File: src/rtl/am_beep_scheduler.sv
// am_beep_scheduler
//   Sequences audio bursts for the AM beeper transmitter. Each accepted
//   request plays one beep with a click-free linear envelope: ramp up, hold
//   for on_len ticks, ramp down, then stay silent for gap_len ticks. The
//   enveloped tone drives the modulator's signed signal input.
//
//   Optional feature macro: AM_BEEP_CARRIER_KEY_EN
//     When defined, adds carrier_en. It is high while a beep is active
//     (RAMP_UP..RAMP_DOWN) and is aligned with signal_out.
//
// Ports
//   clk, rst_n         clock, asynchronous active-low reset
//   req_valid/ready    beep request handshake
//   req_on_len         hold time at full level, in ticks
//   req_gap_len        silent time after ramp down, in ticks
//   abort              cut the current beep short without a click
//   tone_in            signed 16-bit tone
//   signal_out         signed enveloped tone (2-cycle latency)
//   env                current envelope gain, 0..256
//   busy               scheduler not idle
//   done               one-cycle pulse when a beep (incl. gap) completes
//   carrier_en         (optional) carrier keying, aligned with signal_out
module am_beep_scheduler #(
  parameter int unsigned TICK_DIV = 1000,
  parameter int unsigned ENV_STEP = 1,
  parameter int unsigned DUR_W    = 16
) (
  input  logic             clk,
  input  logic             rst_n,
  input  logic             req_valid,
  output logic             req_ready,
  input  logic [DUR_W-1:0] req_on_len,
  input  logic [DUR_W-1:0] req_gap_len,
  input  logic             abort,
  input  logic [15:0]      tone_in,
  output logic [15:0]      signal_out,
  output logic [8:0]       env,
  output logic             busy,
  output logic             done
`ifdef AM_BEEP_CARRIER_KEY_EN
  ,
  output logic             carrier_en
`endif
);

  localparam int unsigned CNT_W = $clog2(TICK_DIV);
  localparam logic [8:0]  STEP  = 9'(ENV_STEP);
  localparam logic [8:0]  FULL  = 9'd256;

  typedef enum logic [2:0] {
    IDLE,
    RAMP_UP,
    HOLD,
    RAMP_DOWN,
    GAP
  } state_t;

  state_t             state;
  logic [CNT_W-1:0]   tick_cnt;
  logic               tick;
  logic [DUR_W-1:0]   on_len;
  logic [DUR_W-1:0]   gap_len;
  logic [DUR_W-1:0]   dur_cnt;

  // Free-running tick generator.
  assign tick = (tick_cnt == CNT_W'(TICK_DIV - 1));

  always_ff @(posedge clk or negedge rst_n) begin
    if (!rst_n) begin
      tick_cnt <= '0;
    end else if (tick) begin
      tick_cnt <= '0;
    end else begin
      tick_cnt <= tick_cnt + CNT_W'(1);
    end
  end

  assign req_ready = (state == IDLE);
  assign busy      = (state != IDLE);

  // Envelope sequencer. dur_cnt is shared between HOLD and GAP since they
  // never overlap.
  always_ff @(posedge clk or negedge rst_n) begin
    if (!rst_n) begin
      state   <= IDLE;
      env     <= '0;
      on_len  <= '0;
      gap_len <= '0;
      dur_cnt <= '0;
      done    <= 1'b0;
    end else begin
      done <= 1'b0;
      case (state)
        IDLE: begin
          env <= '0;
          if (req_valid) begin
            on_len  <= req_on_len;
            gap_len <= req_gap_len;
            state   <= RAMP_UP;
          end
        end
        RAMP_UP: begin
          // Abort keeps the current level; the ramp down starts from it.
          if (abort) begin
            state <= RAMP_DOWN;
          end else if (tick) begin
            env <= env + STEP;
            if (env >= FULL - STEP) begin
              if (on_len == '0) begin
                state <= RAMP_DOWN;
              end else begin
                state   <= HOLD;
                dur_cnt <= on_len;
              end
            end
          end
        end
        HOLD: begin
          if (abort) begin
            state <= RAMP_DOWN;
          end else if (tick) begin
            dur_cnt <= dur_cnt - DUR_W'(1);
            if (dur_cnt == DUR_W'(1)) begin
              state <= RAMP_DOWN;
            end
          end
        end
        RAMP_DOWN: begin
          if (tick) begin
            if (env <= STEP) begin
              env <= '0;
              if (gap_len == '0) begin
                state <= IDLE;
                done  <= 1'b1;
              end else begin
                state   <= GAP;
                dur_cnt <= gap_len;
              end
            end else begin
              env <= env - STEP;
            end
          end
        end
        GAP: begin
          if (tick) begin
            dur_cnt <= dur_cnt - DUR_W'(1);
            if (dur_cnt == DUR_W'(1)) begin
              state <= IDLE;
              done  <= 1'b1;
            end
          end
        end
        default: state <= IDLE;
      endcase
    end
  end

  // Two-stage gain datapath. env <= 256 so the 25-bit product cannot
  // overflow and the >>>8 result always fits in 16 bits.
  logic signed [25:0] tone_x;
  logic signed [25:0] env_x;
  logic signed [25:0] mult;
  logic signed [24:0] prod;

  assign tone_x = 26'($signed(tone_in));
  assign env_x  = 26'($signed({1'b0, env}));
  assign mult   = tone_x * env_x;

  always_ff @(posedge clk or negedge rst_n) begin
    if (!rst_n) begin
      prod       <= '0;
      signal_out <= '0;
    end else begin
      prod       <= 25'(mult);
      signal_out <= 16'(prod >>> 8);
    end
  end

`ifdef AM_BEEP_CARRIER_KEY_EN
  logic key_d1;

  always_ff @(posedge clk or negedge rst_n) begin
    if (!rst_n) begin
      key_d1     <= 1'b0;
      carrier_en <= 1'b0;
    end else begin
      key_d1     <= (state == RAMP_UP) || (state == HOLD) || (state == RAMP_DOWN);
      carrier_en <= key_d1;
    end
  end
`endif

endmodule

File: config.mk
export PLATFORM = sky130hd
export DESIGN_NAME = am_beep_scheduler
export DESIGN_NICKNAME = d
export VERILOG_FILES = /design/src/rtl/am_beep_scheduler.sv
export SDC_FILE = /design/constraint.sdc
export NUM_CORES = 1
export LEC_CHECK = 0
export ABC_AREA = 1
export CORE_ASPECT_RATIO = 2
export CORE_MARGIN = 2
export CORE_UTILIZATION = 42
export DETAILED_ROUTE_END_ITERATION = 10
export GPL_TIMING_DRIVEN = 0
export PLACE_DENSITY = 0.62
export RECOVER_POWER = 25
export SETUP_SLACK_MARGIN = 0.15
export SYNTH_ARGS = -nofsm -noshare
export SYNTH_HDL_FRONTEND = slang
export SYNTH_SLANG_ARGS = --single-unit
File: constraint.sdc
create_clock -name clk -period 11.4 [get_ports clk]
set_clock_uncertainty 0.1 [all_clocks]
set_input_delay 2.28 -clock clk [delete_from_list [all_inputs] [get_ports clk]]
set_output_delay 2.28 -clock clk [all_outputs]
set_load 0.02 [all_outputs]
# Word-level counts from Yosys, hierarchy flattened

Index checks and enable logic that the tools add are counted.

Add/subtract/negate cells: 4
$mul: 1
Order comparisons: 2
Eq/ne operators: 21
Mux-type cells: 36
Reduce and logical (&&, ||, !) cells: 10

Operators by type and width:

| cell                  | count |
|---|---|
| $mux 16               | 9 |
| $pmux 16 s4           | 1 |
| $mux 3                | 12 |
| $mux 9                | 4 |
| $logic_not 16->1      | 2 |
| $pmux 9 s3            | 1 |
| $mul 16x10->24        | 1 |
| $ne 2x2->1 const B    | 11 |
| $reduce_and 9->1      | 2 |
| $eq 16x1->1 const B   | 1 |
| $sub 16x1->16 const B | 1 |
| $pmux 3 s5            | 1 |
| $ne 3x3->1 const B    | 4 |
| $add 10x1->10 const B | 1 |
| $eq 10x10->1 const B  | 1 |
| $mux 10               | 1 |
| $add 9x1->9 const B   | 1 |
| $ge 9x8->1 const B    | 1 |
| $le 9x1->1 const B    | 1 |
| $sub 9x1->9 const B   | 1 |
| $eq 3x2->1 const B    | 2 |
| $mux 1                | 6 |
| $reduce_bool 3->1     | 2 |
| $reduce_and 4->1      | 1 |
| 6 further kinds       | 6 |

Bits in registers: 111
Bits of input ports: 52
Output and inout bits: 28

# Longest topological paths before layout

Gate-level depths: netlist of the first run.

Depth in word-level cells: 6
Gate-level depth with buffers: 26
Depth with buffers taken out: 24

# Worst setup path after synthesis of the first run

Ideal clock, no wire load.

Path type: input to register
Start: input tone_in[15]
End: register prod[23]
Arrival: 6560 ps
Setup slack: 4623 ps
Stages on the path: 22
Buffers on the path: 1
Cells stage by stage: clkbuf_1 > nand2_1 > fa_1 > inv_1 > fa_1 > inv_1 > fa_1 > inv_1 > fa_1 > inv_1 > fa_1 > inv_1 > ha_1 > nand2_1 > nor2_1 > nand2_1 > nor2_1 > nand2_1 > nand3_1 > inv_1 > nand3_1 > nand2_1

Word-level cells in the longest chain between the ends: 1

RTL lines:

| item                   | RTL line | RTL |
|---|---|---|
| start: declaration     | 35       | `input logic [15:0] tone_in,` |
| $mul 16x10->24         | 167      | `assign mult = tone_x * env_x;` |
| via mult[23]           | 162      | `logic signed [25:0] mult;` |
| end signal: assignment | 174      | `prod <= 25'(mult);` |
| end: declaration       | 163      | `logic signed [24:0] prod;` |

The timed path passes the listed nets, and every way through them passes these cells.
A chain may end at the register's enable or synchronous reset.

# Final worst setup path of the first run

Same ends and word-level chain as after synthesis.

==> results.md, run 1 <==
- Status: finished with violations
- Failing checks: max-capacitance violations, max-slew violations
- PostCTS Resize Cnt: 0
- Seq/Total Area, Yosys: 24.4%
- Slew @ Worst Pin: 2.12 ns
- Hold depth: 0
- Cts hold-fix bufs: 0
- Die area: 26500 sq um
- Net count, final: 1686
- Gr busiest metal: met2
- Core box area: 24900 sq um
- Rel. slew slack: -41.4%
- First-pass GRT wire length: 48800 um
- Area delta synth->final: 13.0%
- Crit Path Max Fanout: 9
- Mapped Cells: 1388
- Worst hold path startpoint: prod[16]
- Die width: 116 um
- WL per Instance: 16.7 um
- Initial antenna violation count: 0
- Critical Path AT: 7.34 ns
- Fill cells: 2494
- Critical Path Sink: prod[23]
- Critical Path RT: 11.54 ns
- CP Cell Sequence: clkbuf_1 -> nand2_1 -> fa_1 -> inv_1 -> fa_1 -> inv_1 -> fa_1 -> inv_1 -> fa_1 -> inv_1 -> fa_1 -> inv_1 -> ha_1 -> nand2_1 -> nor2_1 -> nand2_1 -> nor2_1 -> nand2_1 -> nand3_1 -> inv_1 -> nand3_1 -> nand2_1
- Worst-skew pair later-pin latency: 0.36 ns
- Met1 usage in global routing: 21.4%
- Routed vias/inst: 5.00
- Routing usage on met2: 48.2%
- CTS root buf: clkbuf_16
- DRT iter0 DRCs: 458
- CP max stage delay: 0.72 ns
- Share of flip-flops with an asynchronous set or reset: 100%
- Syn_nets: 1611
- Unique cell type count in the Yosys netlist: 39
- Max-Cap Viols: 1
- Clk slew on worst S/H paths: 0.08 ns
- Period utilisation layout: 63.1%
- Final Setup Violations: 0
- Hold Path Class: reg -> reg
- Die H: 228 um
- Area occupied by multi-input gates: 6650 sq um
- Leakage: 6.79 nW
- Max VDD drop: 185 uV
- Final WL: 30000 um
- Top_reg_cell synth: dfrtp_1
- Final setup TNS: 0 ns
- Path type of the worst setup path: in -> reg
- Buffers on Ports: 63
- Synthesized area per cell: 7.62 sq um
- Power Density: 291 nW/um^2
- Worst setup startpoint: tone_in[15]
- I/O pins: 80
- # rows: 82
- Slowest CP cell: fa_1
- Postcts setup bufs: 0
- CP Capture Type: flop
- Flop2flop setup slack: 5.22 ns
- CP Launch Type: input port
- Placer Congestion: 0.907
- Worst reg2reg path startpoint: env[4]
- Clock Path Buffers: 2
- Layout cells sized above 1: 6.34%
- Syn. warnings: 0
- Setup WS pre-CTS: 3.84 ns
- Most used cell, CP: inv_1
- Largest net degree at the start of global routing: 69
- Max Fclk: 139 MHz
- Final min period: 7.20 ns
- EDFF count, synth: 0
- Drt pass-1 iters: 5
- Vias post-DR: 9023
- Pins Over Slew Limit: 36
- Number of remaining DRC errors: 0
- RSZ-0062 raised after global routing: no
- TritonCTS clock tree: done
- H-tree depth: 3
- Met3 GRT Util: 2.36%
- Initial Util: 42.4%
- Dpl hpwl: 24900 um
- Total CTS buffers: 9
- Gr usage total: 24.2%
- Vias in the first global route: 9878
- Syn Std Cell Area: 10600 sq um
- Worst R2R Path Depth: 17
- CTS Sinks: 103
- Worst setup margin: 4.20 ns
- RR Endpoint: prod[17]
- GRT Residual Overflow: 0
- Yosys reg bits: 103
- Ant. Diodes: 0
- Register area: 2580 sq um
- Final hold vios: 0
- Routed Antenna Nets: 0
## critical path: cells and delay by family
family | cells | cell delay [ns]
adder cells (fa/ha/maj) | 6 | 3.25
AND/OR/NAND/NOR | 9 | 0.96
buffers and inverters | 7 | 0.82
## state kept, by name (all words and copies together), names as in the netlist
signal      cells
done            1
dur_cnt        16
env             9
gap_len        16
on_len         16
prod           16
signal_out     16
state           3
tick_cnt       10
## stage by stage
step,utilization [%],instances,cell area (sq um),hold WS (ns),power (W)
2_1_floorplan,-,1388,10600,0.231,0.00235
3_3_place_gp,46.6,1787,11600,0.234,0.00313
3_5_place_dp,46.7,1788,11700,0.235,0.00317
4_1_cts,48.0,1804,12000,0.254,0.00351
5_1_grt,47.9,1804,12000,0.266,0.00384
6_report,47.9,1804,12000,0.252,0.00348
## how the worst min path moves through the flow
stage | end
final | signal_out[8]
after global routing | signal_out[14]
after CTS | signal_out[3]
after detailed placement | signal_out[3]
after global placement | signal_out[9]
after floorplan | signal_out[0]
## synth_stat cells (all sizes together), types with 6 or more instances
master / count / area share [%]
xnor2: 7 / 0.58
buf: 25 / 1.3
clkbuf: 22 / 0.78
ha: 57 / 6.7
fa: 114 / 22
nor2: 117 / 4.4
nand3: 83 / 4.4
o21ai: 26 / 1.2
a21oi: 38 / 1.8
mux2: 28 / 3.0
nand2: 398 / 14
xor2: 17 / 1.4
o21bai: 6 / 0.43
dfrtp: 103 / 24
nor3: 8 / 0.38
nand4: 20 / 1.2
inv: 295 / 10
## power by group
part | switching, W | total [W] | internal (W)
Sequential | 0.000117 | 0.000641 | 0.000524
Clock | 0.000164 | 0.000324 | 0.000159
Combinational | 0.00160 | 0.00251 | 0.000912
Total | 0.00188 | 0.00348 | 0.00159
## layout make-up
class / instances / area share [%]
Buffer: 47 / 1.88
Clock buffer: 9 / 1.88
Clock inverter: 7 / 0.764
Inverter: 295 / 9.26
Multi-Input combinational cell: 943 / 55.7
Sequential cell: 103 / 21.6
Tap cell: 336 / 3.52
Timing Repair Buffer: 64 / 5.45
## layout by cell type (no fill, tap or decap), types with 8 or more instances in the layout
cell,Yosys,final
buf_4,8,8
buf_2,9,9
fa_1,114,114
ha_1,57,57
clkdlybuf4s50_1,0,62
xor2_1,17,17
nor2_1,111,111
clkbuf_1,22,23
dfrtp_1,103,103
nand3_1,77,78
a21oi_1,37,37
o21ai_0,26,26
nand4_1,20,20
inv_1,285,285
nor3_1,8,8
inv_2,10,10
clkbuf_16,0,9
nand2_1,394,394
mux2_2,28,28
## routing by layer
metal	vias to the layer above	routed length (um)
met2	232	17900
met4	0	2190
met5	-	0
met1	4351	9270
li1	4324	-
met3	116	703
## cell families after synthesis
group,Yosys count,synth area share (%)
multiplexers,28,2.98
flip-flops,103,24.4
XOR/XNOR,24,1.99
AND/OR/NAND/NOR,631,24.8
buffers and inverters,342,12.6
AO/OA/AOI/OAI,89,4.91
adder cells (fa/ha/maj),171,28.3
Power figures use the tool's default switching activity.
==> run 2: changes to the inputs <==
Clock period 11.4 ns to 7.5 ns, I/O delays scaled along.
==> results of run 2 <==
The final DEF is identical to that of run 1. Status: finished with violations: max-capacitance violations, max-slew violations.
Among the figures that moved: setup slack after placement 3.84 ns -> 0.720 ns; setup slack after layout 4.20 ns -> 1.08 ns; register-to-register setup slack 5.22 ns -> 1.32 ns; total power 0.00348 W -> 0.00528 W; worst IR drop on VDD 185 uV -> 281 uV
==> run 3: changes to the inputs <==
Settings changed: HOLD_SLACK_MARGIN from default to 0.1.
==> results of run 3 <==
The final DEF is identical to that of run 1. Status: finished with violations: max-capacitance violations, max-slew violations.
Among the figures that moved: setup slack after placement 3.84 ns -> 0.720 ns; setup slack after layout 4.20 ns -> 1.08 ns; register-to-register setup slack 5.22 ns -> 1.32 ns; total power 0.00348 W -> 0.00528 W; worst IR drop on VDD 185 uV -> 281 uV
